<file path="config.mk">
export PLATFORM = sky130hd
export DESIGN_NAME = servo_ipd_pwm
export DESIGN_NICKNAME = d
export VERILOG_FILES = /design/src/rtl/servo_pkg.sv /design/src/rtl/servo_pwm_gen.sv /design/src/rtl/servo_ipd_pwm.sv
export SDC_FILE = /design/constraint.sdc
export NUM_CORES = 1
export LEC_CHECK = 0
export ABC_AREA = 1
export CAP_MARGIN = 20
export CORE_AREA = 2 2 144 146
export CTS_CLUSTER_SIZE = 25
export DETAILED_ROUTE_END_ITERATION = 7
export DIE_AREA = 0 0 146 148
export GPL_ROUTABILITY_DRIVEN = 0
export PLACE_DENSITY = 0.72
export SLEW_MARGIN = 20
export SYNTH_ARGS = -nofsm -noshare
export SYNTH_HDL_FRONTEND = slang
export SYNTH_SLANG_ARGS = --single-unit
</file>
<file path="constraint.sdc">
create_clock -name clk_i -period 5.7 [get_ports clk_i]
set_clock_uncertainty 0.2 [all_clocks]
set_input_delay 1.425 -clock clk_i [delete_from_list [all_inputs] [get_ports clk_i]]
set_output_delay 1.425 -clock clk_i [all_outputs]
set_load 0.01 [all_outputs]
</file>
<file path="src/rtl/servo_pkg.sv">
// Shared types and helpers for the servo position loop: FSM state encoding
// and a range clamp used for both the duty limit and integrator saturation.
package servo_pkg;

    typedef enum logic [2:0] {
        IDLE,
        CAPT,
        ERR,
        MAC_P,
        MAC_I,
        MAC_D,
        SAT,
        UPD
    } state_t;

    function automatic longint clamp_range(input longint v, input longint lo, input longint hi);
        if (v < lo) begin
            return lo;
        end
        if (v > hi) begin
            return hi;
        end
        return v;
    endfunction

endpackage

</file>
<file path="src/rtl/servo_pwm_gen.sv">
// Free-running PWM with a shadow duty register that is transferred to the
// comparator only at the end of a period, so a period is never cut short.
module servo_pwm_gen
    import servo_pkg::*;
#(
    parameter int PWM_W = 10
) (
    input  logic             clk_i,
    input  logic             reset,
    input  logic [PWM_W-1:0] duty_i,
    input  logic             load_i,
    output logic             PWM_o
);

    localparam logic [PWM_W-1:0] CNT_MAX = '1;

    logic [PWM_W-1:0] counter;
    logic [PWM_W-1:0] shadow;
    logic [PWM_W-1:0] active;

    // A load landing on the wrap cycle bypasses the shadow so it takes effect immediately.
    always_ff @(posedge clk_i) begin
        if (reset) begin
            counter <= '0;
            shadow  <= '0;
            active  <= '0;
        end else begin
            counter <= counter + 1'b1;
            if (load_i) begin
                shadow <= duty_i;
            end
            if (counter == CNT_MAX) begin
                active <= load_i ? duty_i : shadow;
            end
        end
    end

    assign PWM_o = (counter < active);

endmodule

</file>
<file path="src/rtl/servo_ipd_pwm.sv">
// I-PD position servo: one sample per strobe, shared multiplier, clamped duty
// fed to a glitch-free PWM. Define SERVO_ANTIWINDUP_EN for integrator anti-windup.
module servo_ipd_pwm
    import servo_pkg::*;
#(
    parameter int W     = 12,
    parameter int PWM_W = 10,
    parameter int ACC_W = 24,
    parameter int FRAC  = 4,
    parameter int KP    = 1,
    parameter int KI    = 1,
    parameter int KD    = 0
) (
    input  logic         clk_i,
    input  logic         reset,
    input  logic [W-1:0] ADC_i,
    input  logic         dataf_i,
    input  logic [W-1:0] ref_i,
    output logic         PWM_o,
    output logic [W-1:0] LEDS_o,
    output logic         busy_o,
    output logic         done_o,
    output logic         overrun_o
);

    localparam longint DUTY_MAX = (longint'(1) << PWM_W) - 1;
`ifdef SERVO_ANTIWINDUP_EN
    localparam longint ACC_MAX = (longint'(1) << (ACC_W - 1)) - 1;
    localparam longint ACC_MIN = -(longint'(1) << (ACC_W - 1));
`endif

    state_t state;
    state_t state_next;

    logic [W-1:0]             y;
    logic [W-1:0]             r;
    logic [W-1:0]             y_prev;
    logic signed [W:0]        e;
    logic signed [W:0]        dy;
    logic signed [ACC_W-1:0]  integ;
    logic signed [ACC_W-1:0]  integ_next;
    logic signed [ACC_W-1:0]  sum;
    logic signed [ACC_W-1:0]  mul_a;
    logic signed [ACC_W-1:0]  mul_b;
    logic signed [ACC_W-1:0]  prod;
    logic [PWM_W-1:0]         u;
    logic                     overrun;
    longint                   sat_val;
`ifdef SERVO_ANTIWINDUP_EN
    logic                     clamp_hi;
    logic                     clamp_lo;
`endif

    always_ff @(posedge clk_i) begin
        if (reset) begin
            state <= IDLE;
        end else begin
            state <= state_next;
        end
    end

    always_comb begin
        state_next = state;
        busy_o     = (state != IDLE);
        done_o     = (state == UPD);
        case (state)
            IDLE:    if (dataf_i) state_next = CAPT;
            CAPT:    state_next = ERR;
            ERR:     state_next = MAC_P;
            MAC_P:   state_next = MAC_I;
            MAC_I:   state_next = MAC_D;
            MAC_D:   state_next = SAT;
            SAT:     state_next = UPD;
            UPD:     state_next = IDLE;
            default: state_next = IDLE;
        endcase
    end

    // Single multiplier: gain and operand are steered by the MAC state.
    always_comb begin
        mul_a = '0;
        mul_b = '0;
        case (state)
            MAC_P: begin
                mul_a = ACC_W'(KP);
                mul_b = {{(ACC_W - W){1'b0}}, y};
            end
            MAC_I: begin
                mul_a = ACC_W'(KI);
                mul_b = {{(ACC_W - W - 1){e[W]}}, e};
            end
            MAC_D: begin
                mul_a = ACC_W'(KD);
                mul_b = {{(ACC_W - W - 1){dy[W]}}, dy};
            end
            default: begin
                mul_a = '0;
                mul_b = '0;
            end
        endcase
    end

    assign prod    = mul_a * mul_b;
    assign sat_val = longint'(sum) >>> FRAC;

    always_comb begin
        integ_next = integ + prod;
`ifdef SERVO_ANTIWINDUP_EN
        integ_next = ACC_W'(clamp_range(longint'(integ) + longint'(prod), ACC_MIN, ACC_MAX));
        // Hold the integrator while the output sits in a clamp it would only deepen.
        if ((clamp_hi && !prod[ACC_W-1] && (prod != '0)) || (clamp_lo && prod[ACC_W-1])) begin
            integ_next = integ;
        end
`endif
    end

    always_ff @(posedge clk_i) begin
        if (reset) begin
            y       <= '0;
            r       <= '0;
            y_prev  <= '0;
            e       <= '0;
            dy      <= '0;
            integ   <= '0;
            sum     <= '0;
            u       <= '0;
            overrun <= 1'b0;
`ifdef SERVO_ANTIWINDUP_EN
            clamp_hi <= 1'b0;
            clamp_lo <= 1'b0;
`endif
        end else begin
            case (state)
                IDLE: begin
                    if (dataf_i) begin
                        y <= ADC_i;
                        r <= ref_i;
                    end
                end
                ERR: begin
                    e  <= $signed({1'b0, r}) - $signed({1'b0, y});
                    dy <= $signed({1'b0, y}) - $signed({1'b0, y_prev});
                end
                MAC_P: sum <= -prod;
                MAC_I: begin
                    integ <= integ_next;
                    sum   <= sum + integ_next;
                end
                MAC_D: sum <= sum - prod;
                SAT: begin
                    u <= PWM_W'(clamp_range(sat_val, 0, DUTY_MAX));
`ifdef SERVO_ANTIWINDUP_EN
                    clamp_hi <= (sat_val > DUTY_MAX);
                    clamp_lo <= (sat_val < 0);
`endif
                end
                UPD:     y_prev <= y;
                default: ;
            endcase
            if (dataf_i && (state != IDLE)) begin
                overrun <= 1'b1;
            end
        end
    end

    assign LEDS_o    = y;
    assign overrun_o = overrun;

    servo_pwm_gen #(
        .PWM_W(PWM_W)
    ) u_pwm (
        .clk_i (clk_i),
        .reset (reset),
        .duty_i(u),
        .load_i(done_o),
        .PWM_o (PWM_o)
    );

endmodule
</file>
## After elaboration in Yosys (flattened, before gate mapping)

Cells that the tools add are included.

| word-level totals | value |
|---|---|
| bits of input ports | 27 |
| latch bits | 0 |
| memories kept | 0 |
| output and inout port bits | 16 |
| memory bits (writable) | 0 |
| memory bits (read-only) | 0 |
| register bits after elaboration | 154 |

| cells by class | value |
|---|---|
| add/subtract/negate cells | 7 |
| bitwise operators | 0 |
| reductions and logical operators | 6 |
| eq/ne operators | 9 |
| shift-type cells | 0 |
| $mul | 1 |
| $lt $le $gt $ge | 3 |
| multiplexer cells | 16 |
| div/mod/pow operators | 0 |

Operators with widths:

| operator | count |
|---|---|
| $pmux W24 S3 | 2 |
| $add A24 B24 Y24 | 2 |
| $mux W10 | 4 |
| $sub A12 B12 Y13 | 2 |
| $mul A24 B24 Y24 | 1 |
| $neg A24 Y24 | 1 |
| $pmux W3 S8 | 1 |
| $sub A24 B24 Y24 | 1 |
| $gt A20 B11 Y1 const B | 1 |
| $lt A20 B1 Y1 const B | 1 |
| $eq A3 B3 Y1 const B | 4 |
| $add A10 B1 Y10 const B | 1 |
| $eq A10 B10 Y1 const B | 1 |
| $lt A10 B10 Y1 | 1 |
| $mux W1 | 8 |
| $eq A3 B2 Y1 const B | 2 |
| $reduce_bool A3 Y1 | 2 |
| $eq A3 B1 Y1 const B | 1 |
| $logic_not A3 Y1 | 1 |
| $mux W3 | 1 |
| $ne A2 B2 Y1 const B | 1 |
| $reduce_and A2 Y1 | 1 |
| $reduce_or A2 Y1 | 1 |
| $logic_and A1 B1 Y1 | 1 |

## Logic depth before layout (Yosys ltp)

| depth | value |
|---|---|
| word-level depth | 9 |
| depth in mapped cells | 40 |
| depth with buffers taken out | 40 |

## Hierarchy

A second synthesis with hierarchy kept.

| unflattened totals | value |
|---|---|
| cells, all modules | 1674 |
| area total of the unflattened synthesis | 10984.3 um^2 |

Modules (own cells, without submodules):

| module | area each (um^2) | cells each | instances |
|---|---|---|---|
| servo_ipd_pwm | 9412.8 | 1435 | 1 |
| servo_pwm_gen | 1571.5 | 239 | 1 |

## Worst setup path before layout

Ideal clock, no wire load.

| path | value |
|---|---|
| kind | register to register |
| start point | reg state[0] |
| end point | reg sum[23] |
| path slack | 585 ps |
| library setup time | 131 ps |
| stages on the path, launching flop included | 38 |
| path buffers | 1 |
| clock period less this slack | 5115 ps |
| arrival time | 4784 ps |
| path through | dfxtp_1 -> inv_1 -> ha_1 -> nand2_4 -> nand2_8 -> buf_2 -> a31oi_1 -> inv_1 -> ha_1 -> inv_1 -> nor2_1 -> nand3_2 -> nand2_2 -> nand2_1 -> nand2_1 -> nand2_1 -> nand2_1 -> nand2_1 -> [... 2 more ...] -> nor2_4 -> nand3_1 -> nor2_1 -> nand2_1 -> o21ai_1 -> nand2_1 -> o21ai_1 -> ha_1 -> a21oi_1 -> o21ai_0 -> a221oi_1 -> nand3_1 -> xor2_1 -> inv_1 -> nand3_1 -> nand2_1 -> nand2_1 -> a21oi_2 |

| between the ends | value |
|---|---|
| cells in the longest elaborated chain, start to end | 7 |

Ends and longest elaborated chain:

| what | RTL line | RTL |
|---|---|---|
| start, declared | servo_ipd_pwm.sv:32 | `state_t state;` |
| start signal, assigned | servo_ipd_pwm.sv:58 | `state <= state_next;` |
| $eq A3 B3 Y1 or $eq A3 B2 Y1 (tied branches) | servo_ipd_pwm.sv:83, servo_ipd_pwm.sv:133 |  |
| $reduce_or A2 Y1 (no source line) | -- |  |
| $mux W1 | servo_ipd_pwm.sv:83 | `case (state)` |
| $mul A24 B24 Y24 | servo_ipd_pwm.sv:103 | `assign prod = mul_a * mul_b;` |
| $add A24 B24 Y24 | servo_ipd_pwm.sv:107 | `integ_next = integ + prod;` |
| $add A24 B24 Y24 | servo_ipd_pwm.sv:147 | `sum <= sum + integ_next;` |
| $pmux W24 S3 | servo_ipd_pwm.sv:133 | `case (state)` |
| end signal, assigned | servo_ipd_pwm.sv:144 | `MAC_P: sum <= -prod;` |
| end signal, assigned | servo_ipd_pwm.sv:147 |  |
| end signal, assigned | servo_ipd_pwm.sv:149 | `MAC_D: sum <= sum - prod;` |
| end, declared | servo_ipd_pwm.sv:42 | `logic signed [ACC_W-1:0] sum;` |

Parallel ways exist; a longest one is shown, timed or not.
A chain may end at the register's enable or synchronous reset.

## Worst setup path after layout

| path | value |
|---|---|
| start point | reg state[1] |
| end point | reg sum[23] |

Same word-level chain as after synthesis.

==> impl_results.md <==
* Initial Util at 54.1%
* Full die area at 0.0216 mm2
* Post-synthesis sequential area ratio at 28.5%
* Power Dens Cells at 602 mW/mm2
* Final wirelength at 29.3 mm
* Mean post-synth cell area at 6.79 um2
* Utilization after layout at 64.7%
* CTS sink cnt at 154
* HP Class: flip-flop to flip-flop
* Synthesized instance count at 1595
* Worst-margin pin slew at 0.890 ns
* CP Class: flip-flop to flip-flop
* DR iter-0 viols at 883
* Worst path max stage delay at 0.38 ns
* R2R Path Start: state[1]$_SDFFE_PP0P_
* # placed instances at 1892
* Clock transition at path regs at 0.07 ns
* Number of vias per cell at 5.54
* CTS root buffer: clkbuf_16
* Initial antenna violation count at 0
* Overflow after GRT at 0
* Critical Path Start Type: flip-flop
* Slew Limit Fails at 0
* Clock buffer depth at 2
* CP max stage cell: dfxtp_4
* Synth Net Count at 1710
* Critical Path Most Common Cell: nand2_1
* Detailed Place HPWL at 21.4 mm
* Final hold vios at 0
* Yosys warnings at 0
* FFs w/ async S/R, synth at 0%
* Crit share post-route at 96.5%
* R2R cell count at 36
* P&R area growth vs syn at 19.7%
* Htree depth at 4
* Num ports at 43
* CTS tree: yes
* Core box area at 0.0200 mm2
* Largest net degree at the start of global routing at 68
* Worst-path maximum fanout at 10
* Vias in the first global route at 9681
* Worst EP required at 5.79 ns
* Netlist cell types at 51
* Endpoints failing setup at 0
* LEAKAGE at 0.00606 uW
* Share of post-route cells with drive strength above 1 at 15.9%
* Max-slew headroom at 40.6%
* Setup crit end: sum[23]$_SDFFE_PP0P_
* First-pass GRT wire length at 46.5 mm
* Outcome: completed
* Crit path launch: state[1]$_SDFFE_PP0P_
* Reg-to-reg slack, setup at 0.20 ns
* Number of I/O port buffers at 42
* Ys flop type: dfxtp_1
* Post-detailed-route wirelength per cell at 15.1 um
* Skew-Pair Late Insertion Delay at 0.44 ns
* Place WS at -0.130 ns
* Synthesized area at 0.0108 mm2
* Seq cells post-synth at 154
* Post-layout nets at 1774
* Die W at 146 um
* Fin worst setup slack at 0.197 ns
* Max rail drop VDD at 0.306 mV
* Non-filler cells, final at 1942
* CP arrival at 5.60 ns
* GRT Total Usage at 26.2%
* CTS Buf Count at 17
* MaxCap Viol Count at 0
* Crit. End Element: flip-flop
* Antenna Cells at 0
* DR DRC count at 0
* # rows at 52
* DRT Pass-1 Iters at 6
* Vias after detailed routing at 10800
* RSZ-0062 raised after global routing: yes
* Post-route ant nets at 0
* Die Y at 148 um
* R2r endpoint: sum[23]$_SDFFE_PP0P_
* Fmax at 0.182 GHz
* Fin crit period at 5.50 ns
* Number of synthesized flops with an enable pin at 0
-- cells by family after synthesis --
| family | synth area share, % |
|---|---|
| AOI/OAI and AO/OA | 21.1 |
| xor gates and xnor gates | 2.83 |
| adders and majority gates | 10.4 |
| buffers and inverters | 10.6 |
| DFF | 28.5 |
| muxes | 0.924 |
| and+or+nand+nor | 25.7 |
-- cell type report --
cell class / count / area (um2)
clock buffers: 18 / 429
clock inverters: 14 / 144
fillers: 1759 / 7080
inverters: 250 / 955
multi-input cells: 1140 / 7180
flip-flops and latches: 154 / 3090
well taps: 270 / 338
repair buffers: 96 / 821
-- placed cells by master (no fill, tap or decap), drive strengths merged, types with 4 or more instances in the layout --
cell	count
clkbuf	18
dfxtp	154
xor2	29
nand3b	8
nand4	22
nor2	135
inv	259
a21o	5
nand3	84
o21bai	8
nand2	292
a31oi	25
nor3	24
and2	5
mux2i	10
o21ai	158
o221ai	6
clkdlybuf4s50	41
or2	19
ha	84
o21a	6
xnor2	6
a21oi	170
o211ai	23
fa	4
buf	55
-- registers in the layout (all words and copies together), names as in the netlist, 10 cells and up --
register	cells
y_prev	12
u	10
sum	24
u_pwm.active	10
e	13
r	12
dy	13
LEDS_o	12
u_pwm.counter	10
integ	24
u_pwm.shadow	10
-- through the flow --
step	power, uW	area [um2]	hold slack (ns)	setup TNS, ns
2_1_floorplan	4810	10800	0.227	0
3_3_place_gp	5830	11700	0.239	-0.0853
3_5_place_dp	5880	11700	0.243	-0.269
4_1_cts	7060	12300	0.254	-0.000594
5_1_grt	8450	13000	0.276	-0.273
6_report	7800	13000	0.251	0
-- how the worst min path moves through the flow --
stage	startpoint	to	slack [ns]	cells past startpoint
floorplan	r[10]$_SDFFE_PP0P_	r[10]$_SDFFE_PP0P_	0.23	2
global placement	r[2]$_SDFFE_PP0P_	r[2]$_SDFFE_PP0P_	0.24	2
detailed placement	r[2]$_SDFFE_PP0P_	r[2]$_SDFFE_PP0P_	0.24	2
CTS	r[2]$_SDFFE_PP0P_	r[2]$_SDFFE_PP0P_	0.25	2
global route	r[8]$_SDFFE_PP0P_	r[8]$_SDFFE_PP0P_	0.28	2
finish	r[2]$_SDFFE_PP0P_	r[2]$_SDFFE_PP0P_	0.25	2
-- layer usage --
metal	part of all wire, %	track usage (%)	wire length (um)
met5	0	0	0
met4	2.9	9.85	853
met3	6.2	4.17	1830
met2	45	42.0	13300
met1	46	35.8	13400
-- synth_stat cells, types with 2 or more instances --
cell / instances / share of area, %
nand2_1: 275 / 9.5
inv_1: 243 / 8.4
a21oi_1: 168 / 7.8
dfxtp_1: 154 / 28
o21ai_0: 154 / 7.1
nor2_1: 122 / 4.2
ha_1: 84 / 9.7
nand3_1: 71 / 3.3
clkbuf_1: 43 / 1.5
xor2_1: 29 / 2.3
a31oi_1: 25 / 1.4
o211ai_1: 23 / 1.6
nand4_1: 21 / 1.2
nor3_1: 20 / 0.92
or2_2: 19 / 1.1
nand2_2: 11 / 0.64
mux2i_1: 10 / 0.92
nand3_2: 9 / 0.83
nand3b_1: 8 / 0.55
o21bai_1: 8 / 0.55
nor2_2: 7 / 0.40
nor2_4: 6 / 0.62
o21a_1: 6 / 0.42
o221ai_1: 6 / 0.49
xnor2_1: 6 / 0.49
a21o_1: 5 / 0.35
and2_1: 5 / 0.29
buf_2: 5 / 0.23
inv_2: 5 / 0.17
fa_1: 4 / 0.74
nand2_4: 4 / 0.42
nand3_4: 4 / 0.65
nor3_2: 4 / 0.37
o21ai_1: 4 / 0.18
a211oi_1: 3 / 0.21
a21boi_0: 3 / 0.21
nor4_1: 3 / 0.17
a21oi_2: 2 / 0.16
buf_1: 2 / 0.069
nand2_8: 2 / 0.37
o31ai_1: 2 / 0.14
-- where the power goes --
| part | leakage [uW] | internal, uW | switching (uW) | total (uW) |
|---|---|---|---|---|
| sequential | 0.00125 | 1300 | 210 | 1510 |
| clock | 0.000280 | 585 | 537 | 1120 |
| combinational | 0.00453 | 2040 | 3130 | 5170 |
| total | 0.00606 | 3920 | 3880 | 7800 |
-- timing repair --
| action | in CTS | in global routing |
|---|---|---|
| pin swaps | 0 | 28 |
| resized for setup | 7 | 130 |
| hold buffers | 0 | 0 |
| setup endpoints to repair | 6 | 11 |
| buffers inserted | 2 | 16 |
-- critical path, delay by kind of cell (launching register included) --
kind	cells	cell delay (ns)
xor gates and xnor gates	1	0.15
DFF	1	0.38
and+or+nand+nor	19	1.97
adders and majority gates	3	0.83
AOI/OAI and AO/OA	5	0.80
buffers and inverters	8	0.98
No activity file was read; power rests on OpenSTA's default activity.
